### config.mk
export PLATFORM = sky130hd
export DESIGN_NAME = uart_tx_mmio
export DESIGN_NICKNAME = d
export VERILOG_FILES = /design/src/rtl/uart_pkg.sv /design/src/rtl/uart_tx_mmio_sync_fifo.sv /design/src/rtl/uart_tx_mmio.sv
export SDC_FILE = /design/constraint.sdc
export NUM_CORES = 1
export LEC_CHECK = 0
export BUFFER_PORTS_ARGS = -buffer_cell sky130_fd_sc_hd__buf_4
export CAP_MARGIN = 20
export CORE_MARGIN = 5
export CORE_UTILIZATION = 41
export CTS_CLUSTER_DIAMETER = 60
export CTS_CLUSTER_SIZE = 14
export DETAILED_ROUTE_END_ITERATION = 7
export MAX_ROUTING_LAYER = met4
export PLACE_DENSITY = 0.67
export SKIP_LAST_GASP = 1
export SYNTH_ARGS = -nofsm -noshare
export SYNTH_HDL_FRONTEND = slang
export SYNTH_SLANG_ARGS = --single-unit
### constraint.sdc
create_clock -name clk -period 3.6 [get_ports clk]
set_input_delay 0 -clock clk [delete_from_list [all_inputs] [get_ports clk]]
set_output_delay 0 -clock clk [all_outputs]
set_load 0.005 [all_outputs]
### src/rtl/uart_pkg.sv
// Shared types and register-map constants for the memory-mapped UART transmitter.
package uart_pkg;

   typedef enum logic [1:0] {
      IDLE  = 2'd0,
      START = 2'd1,
      DATA  = 2'd2,
      STOP  = 2'd3
   } uart_state_t;

   localparam logic [2:0] UART_TXDATA_OFS = 3'd0;
   localparam logic [2:0] UART_STATUS_OFS = 3'd4;

   localparam int STAT_FULL   = 0;
   localparam int STAT_EMPTY  = 1;
   localparam int STAT_ACTIVE = 2;
   localparam int STAT_OVF    = 3;

endpackage

### src/rtl/uart_tx_mmio_sync_fifo.sv
// Single-clock FIFO for the UART byte queue; dout shows the head entry combinationally.
module sync_fifo #(
   parameter int WIDTH = 8,
   parameter int DEPTH = 4
) (
   input  logic             clk,
   input  logic             reset,
   input  logic             push,
   input  logic             pop,
   input  logic [WIDTH-1:0] din,
   output logic [WIDTH-1:0] dout,
   output logic             full,
   output logic             empty
);

   localparam int PW   = $clog2(DEPTH);
   localparam int CNTW = PW + 1;

   // push is taken when not full or when a pop frees the head in the same cycle;
   // pop is taken only when non-empty; dout is valid whenever empty is low.
   logic [WIDTH-1:0] mem_q [DEPTH];
   logic [PW-1:0]    wr_ptr_q, wr_ptr_d;
   logic [PW-1:0]    rd_ptr_q, rd_ptr_d;
   logic [CNTW-1:0]  count_q, count_d;
   logic             push_ok, pop_ok;

   assign full    = (count_q == CNTW'(DEPTH));
   assign empty   = (count_q == '0);
   assign dout    = mem_q[rd_ptr_q];
   assign pop_ok  = pop & ~empty;
   assign push_ok = push & (~full | pop_ok);

   always_comb begin
      wr_ptr_d = wr_ptr_q;
      rd_ptr_d = rd_ptr_q;
      count_d  = count_q + CNTW'(push_ok) - CNTW'(pop_ok);
      if (push_ok) wr_ptr_d = wr_ptr_q + PW'(1);
      if (pop_ok)  rd_ptr_d = rd_ptr_q + PW'(1);
   end

   always_ff @(posedge clk) begin
      if (reset) begin
         wr_ptr_q <= '0;
         rd_ptr_q <= '0;
         count_q  <= '0;
      end else begin
         wr_ptr_q <= wr_ptr_d;
         rd_ptr_q <= rd_ptr_d;
         count_q  <= count_d;
      end
   end

   always_ff @(posedge clk) begin
      if (push_ok) mem_q[wr_ptr_q] <= din;
   end

endmodule

### src/rtl/uart_tx_mmio.sv
// Memory-mapped 8N1 UART transmitter: TXDATA/STATUS window, byte FIFO, serialiser FSM.
module uart_tx_mmio
   import uart_pkg::*;
#(
   parameter logic [31:0] BASE_ADDR    = 32'h0000_0100,
   parameter int          CLKS_PER_BIT = 16,
   parameter int          FIFO_DEPTH   = 4
) (
   input  logic        clk,
   input  logic        reset,
   input  logic        memwrite,
   input  logic [31:0] addr,
   input  logic [31:0] wd,
   output logic [31:0] rd,
   output logic        tx,
   output logic        busy
);

   localparam int            CW      = $clog2(CLKS_PER_BIT);
   localparam logic [CW-1:0] CNT_MAX = CW'(CLKS_PER_BIT - 1);

   uart_state_t   state_q, state_d;
   logic [CW-1:0] cnt_q, cnt_d;
   logic [7:0]    shift_q, shift_d;
   logic [2:0]    bit_idx_q, bit_idx_d;
   logic          tx_q, tx_d;
   logic          ovf_q, ovf_d;

   logic       sel, is_txdata, is_status, wr_data, wr_status;
   logic       fifo_pop, fifo_full, fifo_empty;
   logic [7:0] fifo_dout;
   logic [2:0] reg_ofs;
   logic       unused_bits;

   assign sel         = (addr[31:3] == BASE_ADDR[31:3]);
   assign reg_ofs     = {addr[2], 2'b00};
   assign is_txdata   = (reg_ofs == UART_TXDATA_OFS);
   assign is_status   = (reg_ofs == UART_STATUS_OFS);
   assign wr_data     = memwrite & sel & is_txdata;
   assign wr_status   = memwrite & sel & is_status;
   assign unused_bits = ^{addr[1:0], wd[31:8]};

   sync_fifo #(.WIDTH(8), .DEPTH(FIFO_DEPTH)) u_fifo (
      .clk   (clk),
      .reset (reset),
      .push  (wr_data),
      .pop   (fifo_pop),
      .din   (wd[7:0]),
      .dout  (fifo_dout),
      .full  (fifo_full),
      .empty (fifo_empty)
   );

   // A dropped byte outranks a same-cycle clear so no loss goes unreported.
   always_comb begin
      ovf_d = ovf_q;
      if (wr_status && wd[STAT_OVF]) ovf_d = 1'b0;
      if (wr_data && fifo_full && !fifo_pop) ovf_d = 1'b1;
   end

   always_comb begin
      state_d   = state_q;
      cnt_d     = cnt_q;
      shift_d   = shift_q;
      bit_idx_d = bit_idx_q;
      fifo_pop  = 1'b0;
      case (state_q)
         IDLE: begin
            if (!fifo_empty) begin
               fifo_pop = 1'b1;
               shift_d  = fifo_dout;
               cnt_d    = CNT_MAX;
               state_d  = START;
            end
         end
         START: begin
            if (cnt_q == '0) begin
               cnt_d     = CNT_MAX;
               bit_idx_d = 3'd0;
               state_d   = DATA;
            end else cnt_d = cnt_q - CW'(1);
         end
         DATA: begin
            if (cnt_q == '0) begin
               cnt_d     = CNT_MAX;
               shift_d   = shift_q >> 1;
               bit_idx_d = bit_idx_q + 3'd1;
               if (bit_idx_q == 3'd7) state_d = STOP;
            end else cnt_d = cnt_q - CW'(1);
         end
         STOP: begin
            if (cnt_q == '0) begin
               if (!fifo_empty) begin
                  fifo_pop = 1'b1;
                  shift_d  = fifo_dout;
                  cnt_d    = CNT_MAX;
                  state_d  = START;
               end else state_d = IDLE;
            end else cnt_d = cnt_q - CW'(1);
         end
         default: state_d = IDLE;
      endcase
   end

   // tx is decoded from the next state so the line flop changes on the same edge as the FSM.
   always_comb begin
      case (state_d)
         START:   tx_d = 1'b0;
         DATA:    tx_d = shift_d[0];
         default: tx_d = 1'b1;
      endcase
   end

   always_ff @(posedge clk) begin
      if (reset) begin
         state_q   <= IDLE;
         cnt_q     <= '0;
         shift_q   <= '0;
         bit_idx_q <= '0;
         tx_q      <= 1'b1;
         ovf_q     <= 1'b0;
      end else begin
         state_q   <= state_d;
         cnt_q     <= cnt_d;
         shift_q   <= shift_d;
         bit_idx_q <= bit_idx_d;
         tx_q      <= tx_d;
         ovf_q     <= ovf_d;
      end
   end

   always_comb begin
      rd = '0;
      if (sel && is_status) begin
         rd[STAT_FULL]   = fifo_full;
         rd[STAT_EMPTY]  = fifo_empty;
         rd[STAT_ACTIVE] = (state_q != IDLE);
         rd[STAT_OVF]    = ovf_q;
      end
   end

   assign tx   = tx_q;
   assign busy = (state_q != IDLE) | ~fifo_empty;

endmodule

Word level (Yosys, flattened, before mapping)
Memory sizes are Yosys's and may differ from the RTL's. A register that Yosys moved wholly into a read port is not among the register bits.
Index checks and enable logic that the tools add are counted.

storage, ports and cells
  bits in registers = 26
  memory bits (writable) = 32
  word-level logic and storage cells = 82
  memories = 1
  output and inout bits = 34

memories
  memory        depth  bits a word  rd ports  clocked after Yosys merged registers in  wr ports  RTL line                      source
  u_fifo.mem_q  4      8            1         1                                        1         uart_tx_mmio_sync_fifo.sv:21  logic [WIDTH-1:0] mem_q [DEPTH];

cells by class
  muxes and demuxes = 29
  bitwise gates (word level) = 9
  reductions and logical operators = 16
  equal/unequal tests = 11
  add/subtract/negate cells = 6

operators by type and width
  operator                                                            count
  29-bit by 6-bit == test with 1-bit output, second input constant    1
  8-bit two-way mux                                                   3
  8-bit one-hot mux with 3 select lines                               1
  4-bit two-way mux                                                   4
  2-bit two-way mux                                                   7
  4-bit one-hot mux with 3 select lines                               1
  2-bit one-hot mux with 4 select lines                               1
  1-bit two-way mux                                                   7
  2-bit == test, second input constant                                3
  3-bit == test, second input constant                                2
  3-bit logical NOT                                                   2
  3-bit two-way mux                                                   2
  2-bit != test, second input constant                                3
  3-bit one-hot mux with 2 select lines                               1
  3-bit AND reduction                                                 2
  2-bit nonzero test                                                  3
  1-bit bitwise AND                                                   5
  2-bit by 1-bit adder with 2-bit output, second input constant       2
  2-bit by 1-bit == test with 1-bit output, second input constant     2
  1-bit logical AND                                                   4
  4-bit logical NOT                                                   1
  1-bit one-hot mux with 2 select lines                               2
  4-bit by 1-bit subtractor with 4-bit output, second input constant  1
  3-bit by 1-bit adder with 3-bit output                              1
  8 further kinds                                                     10

Longest topological paths before layout
Gate-level depths: netlist (run 1).

  word-level depth = 9
  gate-level depth with buffers = 13
  mapped depth without buffers = 13

Hierarchy
A second synthesis (run 1) with hierarchy kept.

unflattened totals
  cell total of the unflattened synthesis = 284
  area total of the unflattened synthesis = 3188.1 µm²

modules (own cells, without submodules)
  module        cells an instance  times used  area an instance (µm²)  seq. area each (µm²)
  sync_fifo     89                 1           1649.1                  1141.1
  uart_tx_mmio  195                1           1539.0                  380.4

Worst setup path after synthesis (run 1)
No wires, ideal clock.

  path type = reg-to-reg
  from = register state_q[1]
  to = register u_fifo.count_q[2]
  stages on the path, launching flop included = 11
  slack = 0.988 ns
  library setup time = 0.128 ns
  data required time = 3.472 ns
  clock period less this slack = 2.612 ns
  buffers on the path = 0
  data arrival time = 2.484 ns
  cells stage by stage = dfxtp_1 ha_1 and4bb_4 o21bai_4 a2111oi_4 ha_1 inv_1 fa_1 xor2_1 xnor2_1 nor2_1

between the ends
  cells in the longest elaborated chain, start to end = 7
  elaborated cells between the ends (all ways) = 8

ends and longest elaborated chain
  element                                             RTL line                      source
  from (decl)                                         uart_tx_mmio.sv:22            uart_state_t state_q, state_d;
  from (signal assigned)                              uart_tx_mmio.sv:123           state_q <= state_d;
  2-bit == test or 2-bit logical NOT (tied branches)  uart_tx_mmio.sv:67            case (state_q)
  1-bit one-hot mux with 2 select lines *             uart_tx_mmio.sv:67
  1-bit bitwise AND *                                 uart_tx_mmio_sync_fifo.sv:30  assign pop_ok = pop & ~empty;
  1-bit bitwise OR *                                  uart_tx_mmio_sync_fifo.sv:31  assign push_ok = push & (~full | pop_ok);
  1-bit bitwise AND *                                 uart_tx_mmio_sync_fifo.sv:31
  via u_fifo.push_ok                                  uart_tx_mmio_sync_fifo.sv:25  logic push_ok, pop_ok;
  3-bit by 1-bit adder with 3-bit output *            uart_tx_mmio_sync_fifo.sv:36  count_d = count_q + CNTW'(push_ok) - CNTW'(pop_ok);
  3-bit by 1-bit subtractor with 3-bit output *       uart_tx_mmio_sync_fifo.sv:36
  to (signal assigned)                                uart_tx_mmio_sync_fifo.sv:49  count_q <= count_d;
  to (decl)                                           uart_tx_mmio_sync_fifo.sv:24  logic [CNTW-1:0] count_q, count_d;

Mark *: on every way through the listed nets, which the timed path passes. The rest lies on a longest branch.
A chain may end at the register's enable or synchronous reset.

Worst setup path in the final report (run 1)
Ends and elaborated chain as after synthesis.

==> flow_metrics.tcl, run 1 <==
set metrics [dict create \
    grt_max_degree 23 \
    nets 414 \
    dpl_cell_area_um2 3430 \
    htree_levels 3 \
    crit_path_start_kind "flip-flop" \
    core_area_um2 7290 \
    switching_share_pct 19.5 \
    hold_viol_final 0 \
    cts_tree "built" \
    yosysWarnings 0 \
    area_growth_pct 20.3 \
    drv_cap 0 \
    io_buffers 46 \
    synth_flop_cell "edfxtp_1" \
    path_cells "ha_1 -> and4bb_4 -> o21bai_4 -> a2111oi_4 -> ha_1 -> inv_1 -> fa_1 -> xor2_1 -> xnor2_1 -> nor2_1" \
    critPathKind "flip-flop to flip-flop" \
    start_util_pct 42.5 \
    synthAdderAreaFrac_pct 6.31 \
    synth_compound_area_share_pct 11.8 \
    max-vdd-ir-drop_uv 274 \
    ys_ff_latch 60 \
    setup_viol 0 \
    dieArea_um2 9390 \
    dp_worst_setup_slack_ps 739 \
    worstSkewPairLatency_ps 330 \
    fmax_mhz 348 \
    grt_pass1_vias 2164 \
    end_kind "flip-flop" \
    via_per_inst 4.96 \
    synth-seq-area-share_pct 49.2 \
    max-slew-margin-rel_pct 53.2 \
    overflow 0 \
    hold_class "primary input to flip-flop" \
    synth_top_family_by_area "simple AND/OR/NAND/NOR gates" \
    grt_antenna_before_repair 0 \
    finalMaxSlewViolations 0 \
    avgSynthCellArea_um2 11.3 \
    cts-buffers-inserted 9 \
    die_h_um 96.9 \
    drt-total-wl_um 5840 \
    clockBufferDepth 2 \
    worst-endpoint-required_ps 3810 \
    wire_per_inst_um 13.4 \
    clockPowerShare_pct 44.4 \
    async_reset_ff_share_pct 0 \
    max_stage_delay_ps 530 \
    crit_top_cell "ha_1" \
    postLayoutCellArea_um2 3720 \
    clkTransAtPathRegs_ps 70 \
    finalSetupTns_ps 0 \
    remaining_drc_errors 0 \
    cts_root_buf "clkbuf_8" \
    drtIter0Drc 85 \
    drive_gt1_share_pct 24.3 \
    p_leak_nw 1.45 \
    status "finished clean" \
    diodes 0 \
    grt_pass1_wl_um 9760 \
    final_antenna_net_count 0 \
    cts_setup_buffers 0 \
    layout_commonest_cell "buf_4" \
    path_max_fanout 8 \
    finalCriticalPeriod_ps 2870 \
    row_count 31 \
    clock_sinks 60 \
    power_density_nw_per_um2 383 \
    die_x_um 96.9 \
    crit_slowest_cell "a2111oi_4" \
    arrival_ps 3080 \
    finalCritPeriodShare_pct 79.7 \
    p_int_mw 1.15 \
    layout_common_cells "buf_4, nor2_1, edfxtp_1, dfxtp_1, conb_1" \
    synth_edf_count 32 \
    dp.cells 411 \
    combPwrFrac_pct 5.0 \
    fin_ws_ps 730 \
    synth-simple-area-share_pct 12.8 \
    grtUsageTotal_pct 13.2 \
    p_seq_share_pct 50.5 \
    synth_xor_area_share_pct 1.41 \
    tightest_slew_ps 696 \
    power.switching_mw 0.279 \
    hpwl_um 4300 \
    synth.cell_area_um2 3100 \
    ios 101 \
    skew_ps 5.83 \
    rsz0062_at_grt "no" \
    synth_cells 275 \
    final_cells 436 \
    place_congestion 0.787 \
    synthMuxAreaShare_pct 8.73 \
    drtPass1Iterations 4 \
    ys_types 49 \
    vias 2164 \
]
[worst paths after layout]
path	from	endpoint	slack, ps	cells past startpoint
setup / recovery	state_q[1]	u_fifo.count_q[2]	730	10
hold / removal	memwrite	ovf_q	50	4
hold reg to reg	ovf_q	ovf_q	480	2
setup reg to reg	state_q[1]	u_fifo.count_q[2]	730	10
[per-stage QoR]
stage	power, mW	util [%]	hold slack, ps
global placement	0.798	47.0	200
CTS	1.44	51.1	44.4
global route	1.48	51.1	70.8
detailed placement	0.800	47.0	203
finish	1.43	51.1	49.9
floorplan	0.781	-	98.9
[power by group through the flow]
stage | combinational, mW | sequential (mW) | clock [mW]
3_5_place_dp | 0.0636 | 0.736 | 0
3_3_place_gp | 0.0624 | 0.736 | 0
5_1_grt | 0.0798 | 0.721 | 0.679
2_1_floorplan | 0.0450 | 0.736 | 0
4_1_cts | 0.0714 | 0.721 | 0.651
6_report | 0.0720 | 0.721 | 0.634
[cell type report]
| class | instances | area (um^2) |
|---|---|---|
| Clock buffer | 11 | 131 |
| Clock inverter | 5 | 77.6 |
| Fill cell | 661 | 3570 |
| Inverter | 14 | 52.6 |
| Multi-Input combinational cell | 191 | 1380 |
| Sequential cell | 60 | 1520 |
| Tap cell | 99 | 124 |
| Timing Repair Buffer | 56 | 443 |
[worst max-delay path, delay by kind of cell, from the launching register on]
kind / cells / cell delay, ps
AOI/OAI and AO/OA: 2 / 610
and+or+nand+nor: 2 / 360
adders and majority gates: 3 / 960
DFF: 1 / 480
buffers and inverters: 1 / 50
xor gates and xnor gates: 2 / 300
[per-layer routing]
layer  part of all wire [%]  GRT usage, %  up-vias
met1                     42          14.7     1042
met2                     50          22.3       65
met4                    1.1          3.78        0
li1                       -             -     1052
met5                      0             -        -
met3                    6.3          4.60        5
[cells by family after synthesis]
kind of cell | count (synthesis)
adder cells (fa/ha/maj) | 15
multiplexers | 17
AO/OA/AOI/OAI | 49
flip-flops | 60
XOR/XNOR | 5
buffers and inverters | 51
AND/OR/NAND/NOR | 77
other | 1
[sequential cells by signal, summed over array words and instances, names as in the netlist, named ones only]
signal,count
u_fifo.rd_ptr_q,2
u_fifo.mem_q,32
state_q,2
bit_idx_q,3
u_fifo.wr_ptr_q,2
ovf_q,1
u_fifo.count_q,3
cnt_q,4
tx,1
shift_q,8
[cells in the mapped netlist (6+ instances only)]
cell type	number	area share, %
clkbuf_1	6	0.73
inv_1	14	1.7
dfxtp_1	28	18
nand2_1	13	1.6
o21ai_0	14	2.3
ha_1	14	5.7
mux4_2	8	5.8
edfxtp_1	32	31
a22o_1	6	1.7
buf_4	28	6.8
nor2_1	34	4.1
mux2i_1	9	2.9
a21oi_1	9	1.5
[timing repair]
item | 4_1_cts | 5_1_grt
hold buffers | 9 | 0
hold endpoints to repair | 33 | 0
gates resized for setup | 0 | 0
No activity file was read; power rests on OpenSTA's default activity.
==> run 2: changes to the inputs <==
Clock period 3.6 ns to 2.7 ns, I/O delays scaled along.
==> flow_metrics.tcl, run 2 (synthesis gave the netlist of run 1 again) <==
set metrics [dict create \
    grt_antenna_before_repair 0 \
    drtIter0Drc 86 \
    vias 2155 \
    cts_tree "built" \
    rsz0062_at_grt "no" \
    ios 101 \
    die_h_um 96.9 \
    clockBufferDepth 2 \
    largest_reg_flops 32 \
    fill_cells 664 \
    drtPass1Iterations 4 \
    fin_ws_ps 185 \
    largestRegisters "u_fifo.mem_q x32, shift_q x8, cnt_q x4" \
    io_buffers 46 \
    final_util_pct 51.7 \
    remaining_drc_errors 0 \
    crit_path_start_kind "flip-flop" \
    overflow 0 \
    finalSetupTns_ps 0 \
    place_congestion 0.799 \
    dpl_cell_area_um2 3490 \
    core_area_um2 7290 \
    start_util_pct 42.5 \
    grt_pass1_wl_um 9710 \
    hold_class "primary input to flip-flop" \
    layout_common_cells "buf_4, nor2_1, edfxtp_1, conb_1, dfxtp_1" \
    layout_commonest_cell "buf_4" \
    drv_cap 0 \
    setup_viol 0 \
    wire_per_inst_um 13.5 \
    nets 422 \
    dieArea_um2 9390 \
    finalMaxSlewViolations 0 \
    multi_input_area_um2 1380 \
    dp_worst_setup_slack_ps 126 \
    p_leak_nw 1.48 \
    power_density_nw_per_um2 489 \
    status "finished clean" \
    cts-buffers-inserted 9 \
    area_growth_pct 21.8 \
    skew_ps 6.64 \
    worst-endpoint-required_ps 2920 \
    top_register "u_fifo.mem_q" \
    grtUsageTotal_pct 13.2 \
    hold_viol_final 0 \
    area.sequential_um2 1520 \
    path_max_fanout 5 \
    postLayoutCellArea_um2 3770 \
    diodes 0 \
    die_x_um 96.9 \
    max-slew-margin-rel_pct 46.9 \
    final_antenna_net_count 0 \
    arrival_ps 2740 \
    clock_sinks 60 \
    end_kind "flip-flop" \
    critPathKind "flip-flop to flip-flop" \
    finalCritPeriodShare_pct 93.1 \
    drive_gt1_share_pct 26.4 \
    cts_root_buf "clkbuf_8" \
    drt-total-wl_um 5990 \
    max-vdd-ir-drop_uv 355 \
    worstSkewPairLatency_ps 340 \
    htree_levels 3 \
    row_count 31 \
    via_per_inst 4.85 \
    fmax_mhz 398 \
    tightest_slew_ps 795 \
    grt_max_degree 23 \
    clkTransAtPathRegs_ps 70 \
    finalCriticalPeriod_ps 2510 \
    hpwl_um 4330 \
    grt_pass1_vias 2052 \
]
[run 2: cell type report]
type / count / area share, %
clock inverter: 6 / 1.73
tap: 99 / 3.29
clock buffer: 10 / 3.39
inverter: 14 / 1.39
sequential: 60 / 40.4
multi-input combinational: 191 / 36.5
timing repair buffer: 64 / 13.3
[run 2: what timing repair did]
| action | in CTS | in global routing |
|---|---|---|
| gates resized for setup | 0 | 2 |
| hold buffers | 9 | 0 |
| hold endpoints to repair | 39 | 0 |
| setup endpoints to repair | 0 | 1 |
| buffers inserted | 0 | 0 |
[run 2: metrics by stage]
stage | hold WS [ps] | power [mW] | cells
floorplan | 98.9 | 1.04 | 302
detailed placement | 206 | 1.07 | 419
global placement | 201 | 1.07 | 419
global route | 54.3 | 1.92 | 444
finish | 30.4 | 1.84 | 444
CTS | 14.0 | 1.86 | 444
[run 2: final timing paths]
check / start / end / slack, ps / cells past startpoint
worst min-delay path: memwrite / ovf_q / 30 / 4
worst max register to register: state_q[0] / u_fifo.count_q[2] / 190 / 10
worst max-delay path: state_q[0] / u_fifo.count_q[2] / 190 / 10
worst min register to register: ovf_q / ovf_q / 480 / 2
[run 2: critical path: stages (launching register included)]
cell and delay [ps]:
dfxtp_1 410, inv_1 110, ha_1 320, o21bai_4 190, a2111oi_4 390, ha_1 200
inv_1 50, fa_1 370, xor2_1 170, xnor2_1 130, nor2_1 50
[run 2: per-layer routing]
layer  GRT usage (%)  wire (um)  up-vias
met5               -          0        -
met4            3.89         43        0
met3            4.10        335        6
met2            20.9       2850       60
met1            16.3       2760     1011
li1                -          -     1078
[run 2: report_power, final]
| part | total (mW) | internal, mW | switching [mW] |
|---|---|---|---|
| combinational | 0.0974 | 0.0556 | 0.0419 |
| clock | 0.786 | 0.424 | 0.362 |
| sequential | 0.961 | 0.960 | 0.00116 |
